===== src/rtl/program_completion_monitor.sv =====
// Watches the fetched instruction stream for the jal x0,0 halt self-loop, waits for L1 to drain,
// then raises a sticky program_done. Also provides saturating cycle and fetch counters.
module program_completion_monitor #(
    parameter int             n            = 32,
    parameter int             CNT_W        = 32,
    parameter logic [n-1:0]   HALT_INSTR   = n'(32'h0000006f),
    parameter int             HALT_CONFIRM = 2
) (
    input  logic             clk,
    input  logic             reset,
    input  logic             L1_busy,
    input  logic [n-1:0]     instruction,
    input  logic             instr_valid,
    output logic             program_done,
    output logic [CNT_W-1:0] cycle_count,
    output logic [CNT_W-1:0] instr_count,
    output logic             halted
);

    typedef enum logic [2:0] {
        S_WAIT_L1,
        S_RUN,
        S_HALT_SEEN,
        S_DRAIN,
        S_DONE
    } state_t;

    localparam logic [3:0] CONFIRM_TARGET = 4'(HALT_CONFIRM);

    state_t           state_q, state_d;
    logic [3:0]       confirm_q, confirm_d;
    logic [CNT_W-1:0] cycle_count_q, cycle_count_d;
    logic [CNT_W-1:0] instr_count_q, instr_count_d;
    logic             program_done_q, program_done_d;
    logic             halted_q, halted_d;

    logic             fetch_halt;
    logic             fetch_other;
    logic [3:0]       confirm_inc;

    // Counters stick at all-ones so a runaway program never reports a wrapped, tiny count.
    function automatic logic [CNT_W-1:0] sat_inc(input logic [CNT_W-1:0] value);
        return (value == '1) ? value : value + CNT_W'(1);
    endfunction

    // The instruction is only looked at when valid, so X on an idle bus never reaches state.
    assign fetch_halt  = instr_valid && (instruction == HALT_INSTR);
    assign fetch_other = instr_valid && (instruction != HALT_INSTR);
    assign confirm_inc = confirm_q + 4'd1;

    always_comb begin
        state_d        = state_q;
        confirm_d      = confirm_q;
        cycle_count_d  = cycle_count_q;
        instr_count_d  = instr_count_q;

        case (state_q)
            S_WAIT_L1: begin
                if (!L1_busy) begin
                    state_d = S_RUN;
                end
            end

            S_RUN: begin
                cycle_count_d = sat_inc(cycle_count_q);
                if (instr_valid) begin
                    instr_count_d = sat_inc(instr_count_q);
                end
                if (fetch_halt) begin
                    confirm_d = 4'd1;
                    state_d   = (CONFIRM_TARGET == 4'd1) ? S_DRAIN : S_HALT_SEEN;
                end
            end

            // A non-halt fetch here means the loop was a look-alike the core branched out of.
            S_HALT_SEEN: begin
                cycle_count_d = sat_inc(cycle_count_q);
                if (instr_valid) begin
                    instr_count_d = sat_inc(instr_count_q);
                end
                if (fetch_halt) begin
                    confirm_d = confirm_inc;
                    if (confirm_inc == CONFIRM_TARGET) begin
                        state_d = S_DRAIN;
                    end
                end else if (fetch_other) begin
                    confirm_d = 4'd0;
                    state_d   = S_RUN;
                end
            end

            S_DRAIN: begin
                cycle_count_d = sat_inc(cycle_count_q);
                if (!L1_busy) begin
                    state_d = S_DONE;
                end
            end

            S_DONE: begin
                state_d = S_DONE;
            end

            default: begin
                state_d = S_WAIT_L1;
            end
        endcase

        // Flags are registered from the next state so they line up with the state register.
        program_done_d = (state_d == S_DONE);
        halted_d       = (state_d == S_DRAIN) || (state_d == S_DONE);
    end

    always_ff @(posedge clk or posedge reset) begin
        if (reset) begin
            state_q        <= S_WAIT_L1;
            confirm_q      <= 4'd0;
            cycle_count_q  <= '0;
            instr_count_q  <= '0;
            program_done_q <= 1'b0;
            halted_q       <= 1'b0;
        end else begin
            state_q        <= state_d;
            confirm_q      <= confirm_d;
            cycle_count_q  <= cycle_count_d;
            instr_count_q  <= instr_count_d;
            program_done_q <= program_done_d;
            halted_q       <= halted_d;
        end
    end

    assign program_done = program_done_q;
    assign halted       = halted_q;
    assign cycle_count  = cycle_count_q;
    assign instr_count  = instr_count_q;

endmodule


===== config.mk =====
export PLATFORM = sky130hd
export DESIGN_NAME = program_completion_monitor
export DESIGN_NICKNAME = d
export VERILOG_FILES = /design/src/rtl/program_completion_monitor.sv
export SDC_FILE = /design/constraint.sdc
export NUM_CORES = 1
export LEC_CHECK = 0
export ABC_CLOCK_PERIOD_IN_PS = 4000
export CAP_MARGIN = 20
export CORE_MARGIN = 2
export CORE_UTILIZATION = 52
export DETAILED_ROUTE_END_ITERATION = 6
export PLACE_DENSITY = 0.83
export SLEW_MARGIN = 20
export SYNTH_ARGS = -nofsm -noshare
export SYNTH_HDL_FRONTEND = slang
export SYNTH_SLANG_ARGS = --single-unit

===== constraint.sdc =====
create_clock -name clk -period 4 [get_ports clk]
set_input_delay 1 -clock clk [delete_from_list [all_inputs] [get_ports clk]]
set_output_delay 1 -clock clk [all_outputs]
set_load 0.005 [all_outputs]

==> results of run 1 <==
[routing by layer]
layer	vias up	global-route usage [%]
li1	1520	-
met1	1534	29.22
met2	82	37.17
met3	7	7.202
met4	0	6.242
met5	-	0
[power by group through the flow]
stage	Combinational, mW	Sequential, mW	Clock [mW]
global placement	0.346	0.904	0
finish	0.356	0.898	0.586
CTS	0.361	0.897	0.594
floorplan	0.153	0.897	0
detailed placement	0.362	0.910	0
global route	0.388	0.910	0.629
[layout make-up]
cell class / instances / area, um2 / area share, %
Inverter: 9 / 33.78 / 0.6606
Clock buffer: 9 / 123.9 / 2.422
Clock inverter: 7 / 77.57 / 1.517
Multi-Input combinational cell: 268 / 1889 / 36.95
Tap cell: 99 / 123.9 / 2.422
Timing Repair Buffer: 103 / 1039 / 20.31
Sequential cell: 73 / 1827 / 35.72
[registers in the layout, summed over array words and instances (netlist names)]
signal        flops
confirm_q         4
cycle_count      32
halted            1
instr_count      32
program_done      1
state_q           3
[kinds of logic after synthesis]
family | synth area share, %
xor gates and xnor gates | 14.08
DFF | 48.14
adders and majority gates | 1.319
and+or+nand+nor | 26.25
muxes | 1.154
buffers and inverters | 2.077
AOI/OAI and AO/OA | 6.990
[worst min-delay path by stage]
stage	slack (ps)	from	to
floorplan	480	instr_count[15]	instr_count[15]
global placement	470	instr_count[7]	instr_count[7]
detailed placement	480	cycle_count[30]	cycle_count[30]
CTS	500	cycle_count[30]	cycle_count[30]
global route	520	cycle_count[30]	cycle_count[30]
finish	500	cycle_count[30]	cycle_count[30]
[cell usage after synthesis, drive strengths merged (3+ instances only)]
cell type	n
nor2	14
a31oi	4
and4	8
mux2	3
and2	3
ha	4
nand2	34
dfrtp	73
nand3	27
and3	9
xor2	22
a21oi	8
nor4	17
xnor2	39
inv	9
nand4	20
clkbuf	6
o21ai	5
nor3	13
[through the flow]
step	util (%)	setup WS [ps]	cells	power (mW)
after floorplan	-	1147	358	1.050
after global placement	68.46	758.6	552	1.250
after detailed placement	68.46	675.3	552	1.273
after CTS	71.26	1039	568	1.853
after global routing	71.26	910.2	568	1.927
final	71.26	996.1	568	1.839
==> impl_metrics.py, run 1 <==
metrics = {
    "synthesis": {
        "yosys-top-cells-area": "dfrtp_1 48%, xnor2_1 9.0%, xor2_1 5.1%, nand3_1 3.6%, nand2_1 3.4%",
        "ys_seq_elements": 73,
        "synth_ff_type": "dfrtp_1",
        "async_flop_share_pct": 100.0,
        "synth_area_um2": 3795,
        "yosysUniqueCellTypes": 57,
        "syn_nets": 398,
        "ys_seq_area_share_pct": 48.14,
        "yosys_warnings": 0,
        "synthCells": 358,
        "synth_edf_count": 0,
        "synth_area_leader_cell": "dfrtp_1",
        "avgSynthCellArea_um2": 10.60,
        "synth_top_area_share_pct": 48.14,
    },
    "global_routing": {
        "overflow": 0,
        "grt_pass1_vias": 3053,
        "antenna_found_initial": 0,
        "grt_start_max_net_pins": 42,
        "track_usage_pct": 22.71,
        "grt_pass1_wl_um": 14060,
    },
    "setup_path": {
        "end_kind": "flip-flop",
        "worstReg2RegEnd": "cycle_count[1]",
        "cp-endpoint": "instr_count[31]",
        "critical_path_arrival_ps": 3280,
        "required_ps": 4270,
        "cp.depth": 6,
        "rr_startpoint": "cycle_count[26]",
        "rr_worst_depth": 5,
        "crit_path_max_incr_delay_ps": 600,
        "cp_slowest_cell": "clkdlybuf4s50_1",
        "r2r_slack_ps": 1610,
        "setup.worst_path.start": "instr_valid",
        "start_kind": "input pin",
        "critical_path_buf_inv_count": 1,
        "critPathMaxFanout": 9,
        "path_delay_family": "simple AND/OR/NAND/NOR gates",
        "worstPathCellList": "clkdlybuf4s50_1 > nor2b_1 > nand4_2 > a2111oi_4 > and4bb_2 > xor2_1",
        "crit_type": "input pin to flip-flop",
    },
    "die": {
        "die_x_um": 89.43,
        "rows": 31,
        "dieHeight_um": 89.43,
        "io_pins": 102,
        "dieArea_um2": 7997,
        "initial_utilization_pct": 52.89,
        "core_area_um2": 7176,
    },
    "finish": {
        "drive_above_1_share_pct": 8.316,
        "final_cell_mix": "101 x clkdlybuf4s50_1, 73 x dfrtp_1, 39 x xnor2_1",
        "nets": 504,
        "nFillCells": 553,
        "final_area_um2": 5114,
        "final_common_cell": "clkdlybuf4s50_1",
        "syn2layout_area_growth_pct": 34.75,
        "antennaDiodeCount": 0,
    },
    "detailed_routing": {
        "drt_iter0_markers": 182,
        "top_layer": "met4",
        "drc_errors": 0,
        "firstDrtPassIters": 4,
        "drt-met1-wl_um": 3780,
        "drtAntennaViolNets": 0,
        "via_per_inst": 5.533,
        "dr_wl_met2_um": 4228,
        "wl_per_cell_um": 15.11,
        "routed_wl_um": 8583,
        "routed-via-count": 3143,
        "routed-wl-met3_um": 497,
    },
    "timing": {
        "hold_slack_ps": 495.2,
        "slew_viol_final": 0,
        "rsz0062_at_grt": "false",
        "final_hold_viol_count": 0,
        "post-route-period-util_pct": 75.10,
        "skew_ps": 13.85,
        "final-setup-viol-count": 0,
        "fmax_mhz": 332.9,
        "max_slew_margin_pct": 49.16,
        "worst_pin_slew_ps": 759.0,
        "setup_tns_ps": 0,
        "min_period_ps": 3004,
    },
    "power": {
        "leakagePower_nw": 2.107,
        "sw_frac_of_total_pct": 28.27,
        "intPower_mw": 1.319,
        "powerDensity_nw_per_um2": 359.7,
        "power.switching_uw": 519.9,
        "clkPwrFrac_pct": 31.8,
        "seqPwrFrac_pct": 48.8,
        "combPwrFrac_pct": 19.3,
        "irDropWorstVdd_uv": 230.1,
    },
    "cts": {
        "cts-htree-levels": 3,
        "hold_buffers": 0,
        "clkLatencyLatePin_ps": 350,
        "clock_sinks": 73,
        "cts_resized": 0,
        "cts_tree": "yes",
        "clockRootBuffer": "clkbuf_8",
        "numCtsBuffers": 9,
        "cts_setup_buffers": 0,
        "cts.clk_slew.worst_paths_ps": 90,
        "clock_path_buffers": 2,
    },
    "flow_run": {
        "maxCapViolCount": 0,
    },
    "placed_design": {
        "gp_congestion": 0.7973,
        "port_buffers": 101,
        "place_area_um2": 4912,
        "hpwl_um": 6344,
    },
    "outcome": {
        "status": "finished, final reports clean",
    },
    "min_path": {
        "hp-class": "flip-flop to flip-flop",
        "min_path_cells": 1,
    },
}
(Power assumes the default switching activity.)
==> run 2: changes to the inputs <==
- ABC_CLOCK_PERIOD_IN_PS: 4000 -> 3000
- CORE_UTILIZATION: 52 -> 49
- PLACE_DENSITY: 0.83 -> 0.79
- clock period: 4 -> 3 ns (I/O delays scaled with it)
==> impl_metrics.py, run 2 (synthesized netlist as in run 1, its figures left out) <==
metrics = {
    "detailed_routing": {
        "via_per_inst": 5.529,
        "drtAntennaViolNets": 0,
        "firstDrtPassIters": 4,
        "routed-via-count": 3207,
        "drt_iter0_markers": 122,
        "routed_wl_um": 8871,
        "wl_per_cell_um": 15.29,
        "drc_errors": 0,
    },
    "placed_design": {
        "gp_congestion": 0.8062,
        "hpwl_um": 6486,
        "port_buffers": 101,
        "pre_cts_slack_ps": 318.0,
    },
    "timing": {
        "setup_slack_ps": 649.9,
        "min_period_ps": 2350,
        "final-setup-viol-count": 0,
        "skew_ps": 12.75,
        "setup_tns_ps": 0,
        "rsz0062_at_grt": "false",
        "final_hold_viol_count": 0,
        "slew_viol_final": 0,
        "hold_slack_ps": 493.7,
        "max_slew_margin_pct": 49.93,
        "post-route-period-util_pct": 78.34,
        "worst_pin_slew_ps": 749.9,
        "fmax_mhz": 425.5,
    },
    "setup_path": {
        "path_delay_family": "compound AO/OA/AOI/OAI gates",
        "rr_worst_depth": 5,
        "cp-endpoint": "cycle_count[14]",
        "critical_path_arrival_ps": 2590,
        "end_kind": "flip-flop",
        "critPathMaxFanout": 16,
        "setup.worst_path.start": "state_q[1]",
        "crit_path_max_incr_delay_ps": 630,
        "start_kind": "flip-flop",
        "crit_type": "flip-flop to flip-flop",
        "rr_startpoint": "state_q[1]",
        "cp.depth": 5,
        "r2r_slack_ps": 650,
        "required_ps": 3240,
        "worstReg2RegEnd": "cycle_count[14]",
        "worstPathCellList": "o211ai_2 > or4b_4 > a2111oi_2 > nand4_1 > xnor2_1",
        "cp_slowest_cell": "dfrtp_1",
        "critical_path_buf_inv_count": 0,
    },
    "cts": {
        "clock_sinks": 73,
        "clkLatencyLatePin_ps": 350,
        "cts_setup_buffers": 0,
        "cts.clk_slew.worst_paths_ps": 80,
        "clockRootBuffer": "clkbuf_8",
        "numCtsBuffers": 9,
        "cts-htree-levels": 3,
        "cts_resized": 0,
        "clock_path_buffers": 2,
        "hold_buffers": 0,
        "cts_tree": "yes",
    },
    "die": {
        "rows": 32,
        "io_pins": 102,
        "die_x_um": 92.01,
        "initial_utilization_pct": 49.88,
        "dieArea_um2": 8465,
        "dieHeight_um": 92.01,
        "core_area_um2": 7607,
    },
    "global_routing": {
        "grt_start_max_net_pins": 37,
        "grt_pass1_wl_um": 14950,
        "antenna_found_initial": 0,
        "overflow": 0,
        "grt_pass1_vias": 3276,
        "track_usage_pct": 21.95,
    },
    "power": {
        "leakagePower_nw": 2.156,
        "irDropWorstVdd_uv": 279.7,
        "total_power_mw": 2.515,
        "powerDensity_nw_per_um2": 483.4,
    },
    "finish": {
        "antennaDiodeCount": 0,
        "final_common_cell": "clkdlybuf4s50_1",
        "nets": 513,
        "syn2layout_area_growth_pct": 37.06,
        "drive_above_1_share_pct": 10.04,
        "nFillCells": 593,
        "final_cell_mix": "101 x clkdlybuf4s50_1, 73 x dfrtp_1, 39 x xnor2_1",
    },
    "flow_run": {
        "maxCapViolCount": 0,
    },
    "outcome": {
        "status": "finished, final reports clean",
    },
    "min_path": {
        "hp-class": "flip-flop to flip-flop",
    },
}
-- run 2: cell type report --
cell class	instances	area (um2)	share of cell area (%)
well taps	102	127.6	2.454
multi-input cells	268	1889	36.32
inverters	9	33.78	0.6495
clock inverters	7	93.84	1.804
flip-flops and latches	73	1827	35.12
clock buffers	9	123.9	2.382
repair buffers	112	1106	21.27
-- run 2: how the worst min path moves through the flow --
stage / startpoint / to / slack, ps / cells after the start
6_report: cycle_count[31] / cycle_count[31] / 490 / 1
5_1_grt: instr_count[19] / instr_count[19] / 510 / 1
4_1_cts: instr_count[7] / instr_count[7] / 500 / 1
3_5_place_dp: instr_count[7] / instr_count[7] / 490 / 1
3_3_place_gp: instr_count[15] / instr_count[15] / 470 / 1
2_1_floorplan: instr_count[15] / instr_count[15] / 480 / 1
-- run 2: worst register-to-register path, cell delays in order (launching register included) --
cell	delay, ps
dfrtp_1	630
o211ai_2	150
or4b_4	530
a2111oi_2	600
nand4_1	190
xnor2_1	150
-- run 2: routing by layer --
layer  wire [um]  GRT usage (%)  up-vias  part of all wire [%]
met5           0              0        -                     0
met1        3776          27.01     1576                    43
met4         116          8.333        0                   1.3
met2        4416          37.07       81                    50
li1            -              -     1539                     -
met3         561          5.834       11                   6.3
-- run 2: through the flow --
stage / instance area (um2) / utilization, % / std cells
global placement: 4984 / 65.51 / 564
floorplan: 3795 / - / 358
CTS: 5201 / 68.37 / 580
global route: 5201 / 68.37 / 580
detailed placement: 4984 / 65.51 / 564
finish: 5201 / 68.37 / 580
-- run 2: report_power, final --
part	internal, mW	leakage, nW	switching (mW)
combinational	0.298	1.06	0.172
clock	0.468	0.106	0.377
sequential	1.07	0.987	0.128
total	1.84	2.16	0.677
